==> src/rtl/avr_pkg.sv <==
// Shared AVR fetch definitions: two-word opcode prefixes, the instruction record
// and the two-word detector used by the fetch stage and its bench.
package avr_pkg;

  // Prefix encodings (mask/match) of the instructions that carry a second word
  localparam logic [15:0] LdsStsMask  = 16'hFC0F;
  localparam logic [15:0] LdsStsMatch = 16'h9000;
  localparam logic [15:0] JmpCallMask  = 16'hFE0C;
  localparam logic [15:0] JmpCallMatch = 16'h940C;

  localparam logic [15:0] OpLds  = 16'h9000;
  localparam logic [15:0] OpSts  = 16'h9200;
  localparam logic [15:0] OpJmp  = 16'h940C;
  localparam logic [15:0] OpCall = 16'h940E;

  typedef struct packed {
    logic [15:0] code;
    logic [15:0] ext;
    logic [15:0] pc;
    logic        two;
  } fetch_ins_t;

  function automatic logic is_two_word(input logic [15:0] code);
    return ((code & LdsStsMask) == LdsStsMatch) || ((code & JmpCallMask) == JmpCallMatch);
  endfunction

endpackage

==> src/rtl/avr_fetch_fifo.sv <==
// Shift-register word FIFO: head at index 0, two-entry show-ahead, pop of 0/1/2 words
// per cycle (a pop may consume the word pushed in the same cycle), synchronous flush.
module avr_fetch_fifo #(
  parameter int unsigned Depth = 3,
  localparam int unsigned CntW = $clog2(Depth + 1)
) (
  input  logic            clk_i,
  input  logic            rst_ni,
  input  logic            flush_i,
  input  logic            push_i,
  input  logic [15:0]     wdata_i,
  input  logic [1:0]      pop_i,
  output logic [15:0]     head0_o,
  output logic [15:0]     head1_o,
  output logic [CntW-1:0] cnt_o
);

  logic [15:0]     mem_q [Depth];
  logic [15:0]     mem_d [Depth];
  logic [15:0]     tmp   [Depth+2];
  logic [CntW-1:0] cnt_q, cnt_d;

  always_comb begin
    for (int i = 0; i < int'(Depth) + 2; i++) begin
      tmp[i] = (i < int'(Depth)) ? mem_q[i] : 16'h0000;
      if (push_i && i == int'(cnt_q)) tmp[i] = wdata_i;
    end
    for (int i = 0; i < int'(Depth); i++) begin
      mem_d[i] = tmp[i + int'(pop_i)];
    end
    cnt_d = flush_i ? '0 : CntW'(int'(cnt_q) + int'(push_i) - int'(pop_i));
  end

  always_ff @(posedge clk_i or negedge rst_ni) begin
    if (!rst_ni) begin
      cnt_q <= '0;
      for (int i = 0; i < int'(Depth); i++) mem_q[i] <= '0;
    end else begin
      cnt_q <= cnt_d;
      for (int i = 0; i < int'(Depth); i++) mem_q[i] <= mem_d[i];
    end
  end

  assign head0_o = mem_q[0];
  assign head1_o = mem_q[1];
  assign cnt_o   = cnt_q;

endmodule

==> src/rtl/avr_fetch.sv <==
// AVR instruction fetch: sequential program-memory reads into a word FIFO, one/two-word
// instruction assembly toward decode, redirects and skip-next handling.
module avr_fetch
  import avr_pkg::*;
#(
  parameter int unsigned PAW   = 11,
  parameter int unsigned DEPTH = 3
) (
  input  logic           clk,
  input  logic           rst_n,
  output logic           pmem_req,
  output logic [PAW-1:0] pmem_adr,
  input  logic [15:0]    pmem_rdt,
  output logic           ins_vld,
  input  logic           ins_rdy,
  output logic [15:0]    ins_code,
  output logic [15:0]    ins_ext,
  output logic [PAW-1:0] ins_pc,
  output logic           ins_two,
  input  logic           jmp_vld,
  input  logic [PAW-1:0] jmp_adr,
  input  logic           skip
);

  localparam int unsigned CntW = $clog2(DEPTH + 1);

  logic            run_q, inflight_q, skip_pend_q;
  logic [PAW-1:0]  pc_q, head_pc_q;
  logic [15:0]     head0, head1, second;
  logic [CntW-1:0] cnt;
  logic [1:0]      pop;
  logic            jmp_act, push, head_two, have2, complete, hs, skip_pop;

  always_comb begin
    jmp_act  = jmp_vld & run_q;
    push     = inflight_q & ~jmp_act;
    head_two = is_two_word(head0);
    // The word arriving this cycle may complete a two-word instruction directly
    have2    = (int'(cnt) >= 2) | ((int'(cnt) == 1) & inflight_q);
    second   = (int'(cnt) >= 2) ? head1 : pmem_rdt;
    complete = (cnt != '0) & (~head_two | have2);
    ins_vld  = complete & ~skip_pend_q;
    hs       = ins_vld & ins_rdy;
    skip_pop = complete & skip_pend_q;
    pop      = 2'd0;
    if (hs || skip_pop) pop = head_two ? 2'd2 : 2'd1;
    // Request only if the returning word is guaranteed a free slot
    pmem_req = run_q & (jmp_act |
               ((int'(cnt) + int'(inflight_q) - int'(pop)) < int'(DEPTH)));
    pmem_adr = jmp_act ? jmp_adr : pc_q;
    ins_code = head0;
    ins_two  = head_two;
    ins_ext  = head_two ? second : 16'h0000;
    ins_pc   = head_pc_q;
  end

  always_ff @(posedge clk or negedge rst_n) begin
    if (!rst_n) begin
      run_q       <= 1'b0;
      inflight_q  <= 1'b0;
      skip_pend_q <= 1'b0;
      pc_q        <= '0;
      head_pc_q   <= '0;
    end else begin
      run_q      <= 1'b1;
      inflight_q <= pmem_req;
      if (jmp_act)       pc_q <= jmp_adr + PAW'(1);
      else if (pmem_req) pc_q <= pc_q + PAW'(1);
      head_pc_q <= jmp_act ? jmp_adr : head_pc_q + PAW'(pop);
      if (jmp_act)       skip_pend_q <= 1'b0;
      else if (hs && skip) skip_pend_q <= 1'b1;
      else if (skip_pop) skip_pend_q <= 1'b0;
    end
  end

  avr_fetch_fifo #(
    .Depth (DEPTH)
  ) u_fifo (
    .clk_i   (clk),
    .rst_ni  (rst_n),
    .flush_i (jmp_act),
    .push_i  (push),
    .wdata_i (pmem_rdt),
    .pop_i   (pop),
    .head0_o (head0),
    .head1_o (head1),
    .cnt_o   (cnt)
  );

endmodule

==> config.mk <==
export PLATFORM = sky130hd
export DESIGN_NAME = avr_fetch
export DESIGN_NICKNAME = d
export VERILOG_FILES = /design/src/rtl/avr_pkg.sv /design/src/rtl/avr_fetch_fifo.sv /design/src/rtl/avr_fetch.sv
export SDC_FILE = /design/constraint.sdc
export NUM_CORES = 1
export LEC_CHECK = 0
export CAP_MARGIN = 20
export CORE_UTILIZATION = 50
export CTS_CLUSTER_DIAMETER = 200
export DETAILED_ROUTE_END_ITERATION = 10
export PLACE_DENSITY = 0.76
export SLEW_MARGIN = 10
export SYNTH_ARGS = -nofsm -noshare
export SYNTH_HDL_FRONTEND = slang
export SYNTH_SLANG_ARGS = --single-unit
export TNS_END_PERCENT = 5
==> constraint.sdc <==
create_clock -name clk -period 16.7 [get_ports clk]
set_input_delay 5.01 -clock clk [delete_from_list [all_inputs] [get_ports clk]]
set_output_delay 5.01 -clock clk [all_outputs]
set_load 0.01 [all_outputs]
==> results.md <==
* DR iter-0 viols at 331
* CP arrival at about 9000 ps
* Period utilization at between 80% and 90%
* Seq/Total Area, Yosys at a little under two fifths
* Global-route wire length before repair at between 20,000 and 25,000 µm
* Comb pwr share at 53.8%
* Port Buffers at 88
* CP Buf/Inv Count at 6
* Net Count, Synth at 582
* Synthesis-to-layout area growth at 19.8%
* Hold Path Class: reg -> reg
* Worst-path fanout max at 34
* CP max stage cell: clkdlybuf4s50_1
* Vias per inst at 6.28
* DR vias at between 4,000 and 5,000
* Flop pwr share at between 30% and 40%
* Static Leak at 2.58 nW
* Tmin final at ~14,000 ps
* Fill count at ~840
* Total area of sequential cells at between 1500 and 2000 µm²
* DRT Pass-1 Iters at 6
* # Post-CTS Setup Buffers at 0
* Gp weighted congestion at roughly 0.87
* Crit path to: pmem_req
* Internal power at 0.594 mW
* Fmax at between 70 and 80 MHz
* Worst Path Required at approximately 12,000 ps
* Total power at 1.03 mW
* Global route overflow at 0
* Max_cap viols at 0
* Crit end category: output pin
* Initial antenna violation count at 0
* Critical path class: in -> out
* R2R Path Start: u_fifo.head0_o[0]
* CTS Sinks at 75
* Core box area at 9730 µm²
* Area of the multi-input gates at roughly 2800 µm²
* Critical path cell sequence: clkdlybuf4s50_1 -> o22a_1 -> o41ai_4 -> buf_4 -> nor2_1 -> buf_4 -> inv_2 -> ha_1 -> fa_1 -> and2_0 -> o221ai_1 -> nand2_1 -> inv_1 -> clkdlybuf4s50_1
* Setup_tns at 0 ps
* R2R depth at 13
* Endpoints failing setup at 0
* Total routed wirelength at about 14,000 µm
* Post-synth EDFFs at 0
* Gr usage total at roughly 29%
* CP Launch Type: primary input
* Final worst slack at around 2700 ps
* Sw Pwr at 0.435 mW
* CTS tree: yes
* Syn. warnings at 0
* # hold bufs at CTS at 0
* CTS resizes at 0
* Placed Instances at roughly 710
* Switching Share at a little over two fifths
* Netlist Area Pre-Place at 5000 µm²
* Vias in the first global route at 4,391
* Slew Viols, Final at 0
* R2R Setup Slk at approximately 12,000 ps
* Share of synthesized registers carrying an async set or reset at 100%
* Hold violation total from the final report at 0
* Post-synthesis register bit count at 75
* Clock latency on the worst-skew pair at 360 ps
* # IOs at between 80 and 90
* Clk_skew at a little over 10 ps
* Highest ir drop seen on vdd at 0.0718 mV
* Layout net count at about 630
* DRC at 0
* Largest net degree at the start of global routing at 76
* Clock Tree Root: clkbuf_8
* PwrDens at roughly 170 nW/µm²
* Max clock buf depth at 2
* Initial Utilization at between 50% and 60%
* WL/cell at around 20 µm
* CP peak stage delay at a little under 600 ps
* Syn avg cell area at 9.27 µm²
* DP HPWL at roughly 9600 µm
* Status: complete, no violations
* CTS buffer count at 9
* Place WS at 2770 ps
* Max H-tree Level at 3
* ANT nets after route at 0
* Synth area leader: dfrtp_1
* Crit path max-delay family: buffers and inverters
* Utilization after layout at slightly above 60%
* Die Wd at 102 µm
* Slew margin rel. at around 28%
* # diodes at 0
* Post-synth top flop: dfrtp_1
* Gate Count Post-Synth at about 540
* Synth top area share at between 30% and 40%
* Clk pwr share at 13.8%
* Crit path from: ins_rdy
* Proportion of layout cells with a drive suffix above 1 at ~7.4%
* Worst-Margin Slew at between 1000 and 1500 ps
* Clock-pin slew on the worst setup and hold paths at approximately 80 ps
* Rows at 36
* Yosys cell types at 64
* Synth top area cells: dfrtp_1 (38%), mux2i_1 (6.8%), nand2_1 (4.5%), nor2_1 (3.2%), a221o_1 (3.0%)
* Die H at ~100 µm
* Final Non-Filler Cells at roughly 730
* Unrepaired setup endpoints after global routing: false
* Crit. path cell count at 14
* Die ar. at around 10,000 µm²
* Reg2reg end: pc_q[4]
kinds of logic (layout without fill, tap and decap cells):
logic type                 Yosys count  count (layout)  synth area share [%]
AOI/OAI and AO/OA                  162             162                  26.3
xor gates and xnor gates            18              18                  3.15
adders and majority gates           11              11                  3.20
buffers and inverters               71             125                  7.13
DFF                                 75              75                  37.5
muxes                               34              34                  6.81
other                                1               1                0.0750
and+or+nand+nor                    167             167                  15.7
sequential cells by signal (all words and copies together), names as in the netlist:
signal / flops
u_fifo.head0_o: 16
u_fifo.head1_o: 16
u_fifo.mem_q: 16
ins_pc: 11
pc_q: 11
u_fifo.cnt_o: 2
inflight_q: 1
run_q: 1
skip_pend_q: 1
Yosys cell counts (3+ instances only):
cell	n
buf_2	15
a2111oi_0	15
buf_4	17
nand3_1	21
a221o_1	15
nand4_1	10
ha_1	8
o22a_1	17
o221a_2	5
inv_1	10
nor2_1	43
a21oi_1	19
clkbuf_1	20
inv_2	5
xor2_1	8
o21ai_2	4
fa_1	3
buf_1	3
and2_1	5
nor2b_1	3
o21ai_0	11
and3_1	8
xnor2_1	10
o221a_1	12
mux2i_1	34
nand2_1	60
dfrtp_1	75
a22o_1	4
o21ai_1	13
a211oi_1	16
a21o_1	8
worst min path at each step:
stage	depth (start not counted)	to	slack, ps	startpoint
2_1_floorplan	2	pc_q[10]	450	pc_q[10]
3_3_place_gp	2	pc_q[9]	480	pc_q[9]
3_5_place_dp	2	pc_q[0]	480	pc_q[0]
4_1_cts	2	pc_q[0]	500	pc_q[0]
5_1_grt	2	pc_q[10]	520	pc_q[10]
6_report	2	pc_q[0]	490	pc_q[0]
power by group through the flow:
stage	logic, mW	registers [mW]	clock network, mW
finish	0.553	0.334	0.142
global placement	0.531	0.334	0
detailed placement	0.546	0.336	0
global route	0.601	0.345	0.151
floorplan	0.408	0.313	0
CTS	0.550	0.332	0.143
per-layer routing:
metal | up-vias | part of all wire, % | track usage [%]
li1 | 2101 | - | -
met1 | 2212 | 41 | 36.1
met2 | 221 | 48 | 47.4
met3 | 28 | 7.6 | 7.11
met4 | 0 | 2.6 | 12.0
met5 | - | 0 | 0
cells in the final DEF (no fill, tap or decap), types with 7 or more instances in the layout:
| cell type | n |
|---|---|
| o21ai_0 | 11 |
| nand2_1 | 60 |
| xor2_1 | 8 |
| a211oi_1 | 16 |
| a21o_1 | 8 |
| nand3_1 | 21 |
| o221a_1 | 12 |
| a21oi_1 | 19 |
| nor2_1 | 43 |
| and3_1 | 8 |
| buf_4 | 7 |
| clkbuf_8 | 9 |
| clkdlybuf4s50_1 | 87 |
| o21ai_1 | 13 |
| a2111oi_0 | 15 |
| inv_1 | 10 |
| a221o_1 | 15 |
| mux2i_1 | 34 |
| ha_1 | 8 |
| o22a_1 | 17 |
| nand4_1 | 10 |
| dfrtp_1 | 75 |
| xnor2_1 | 10 |
worst reg2reg max path, cell delays in order, from the launching register on:
cell	delay (ps)
dfrtp_1	410
or4_4	550
o21ai_2	590
nand2_1	690
nor2_1	250
buf_4	260
inv_2	100
ha_1	310
fa_1	460
and2_0	140
o221ai_1	230
nand2_1	380
or4_1	610
o221ai_1	90
per-stage QoR:
stage               cell area, µm²  hold slack [ps]
floorplan                     5000              448
global placement              5790              478
detailed placement            5800              478
global route                  5990              515
CTS                           5990              496
finish                        5990              492
final cells by class:
cell class	count	area share [%]
Sequential cell	75	31.3
Clock buffer	9	2.07
Multi-Input combinational cell	393	46.2
Clock inverter	6	1.09
Tap cell	133	2.78
Inverter	15	0.940
Timing Repair Buffer	95	15.6
No activity file was read; power rests on OpenSTA's default activity.
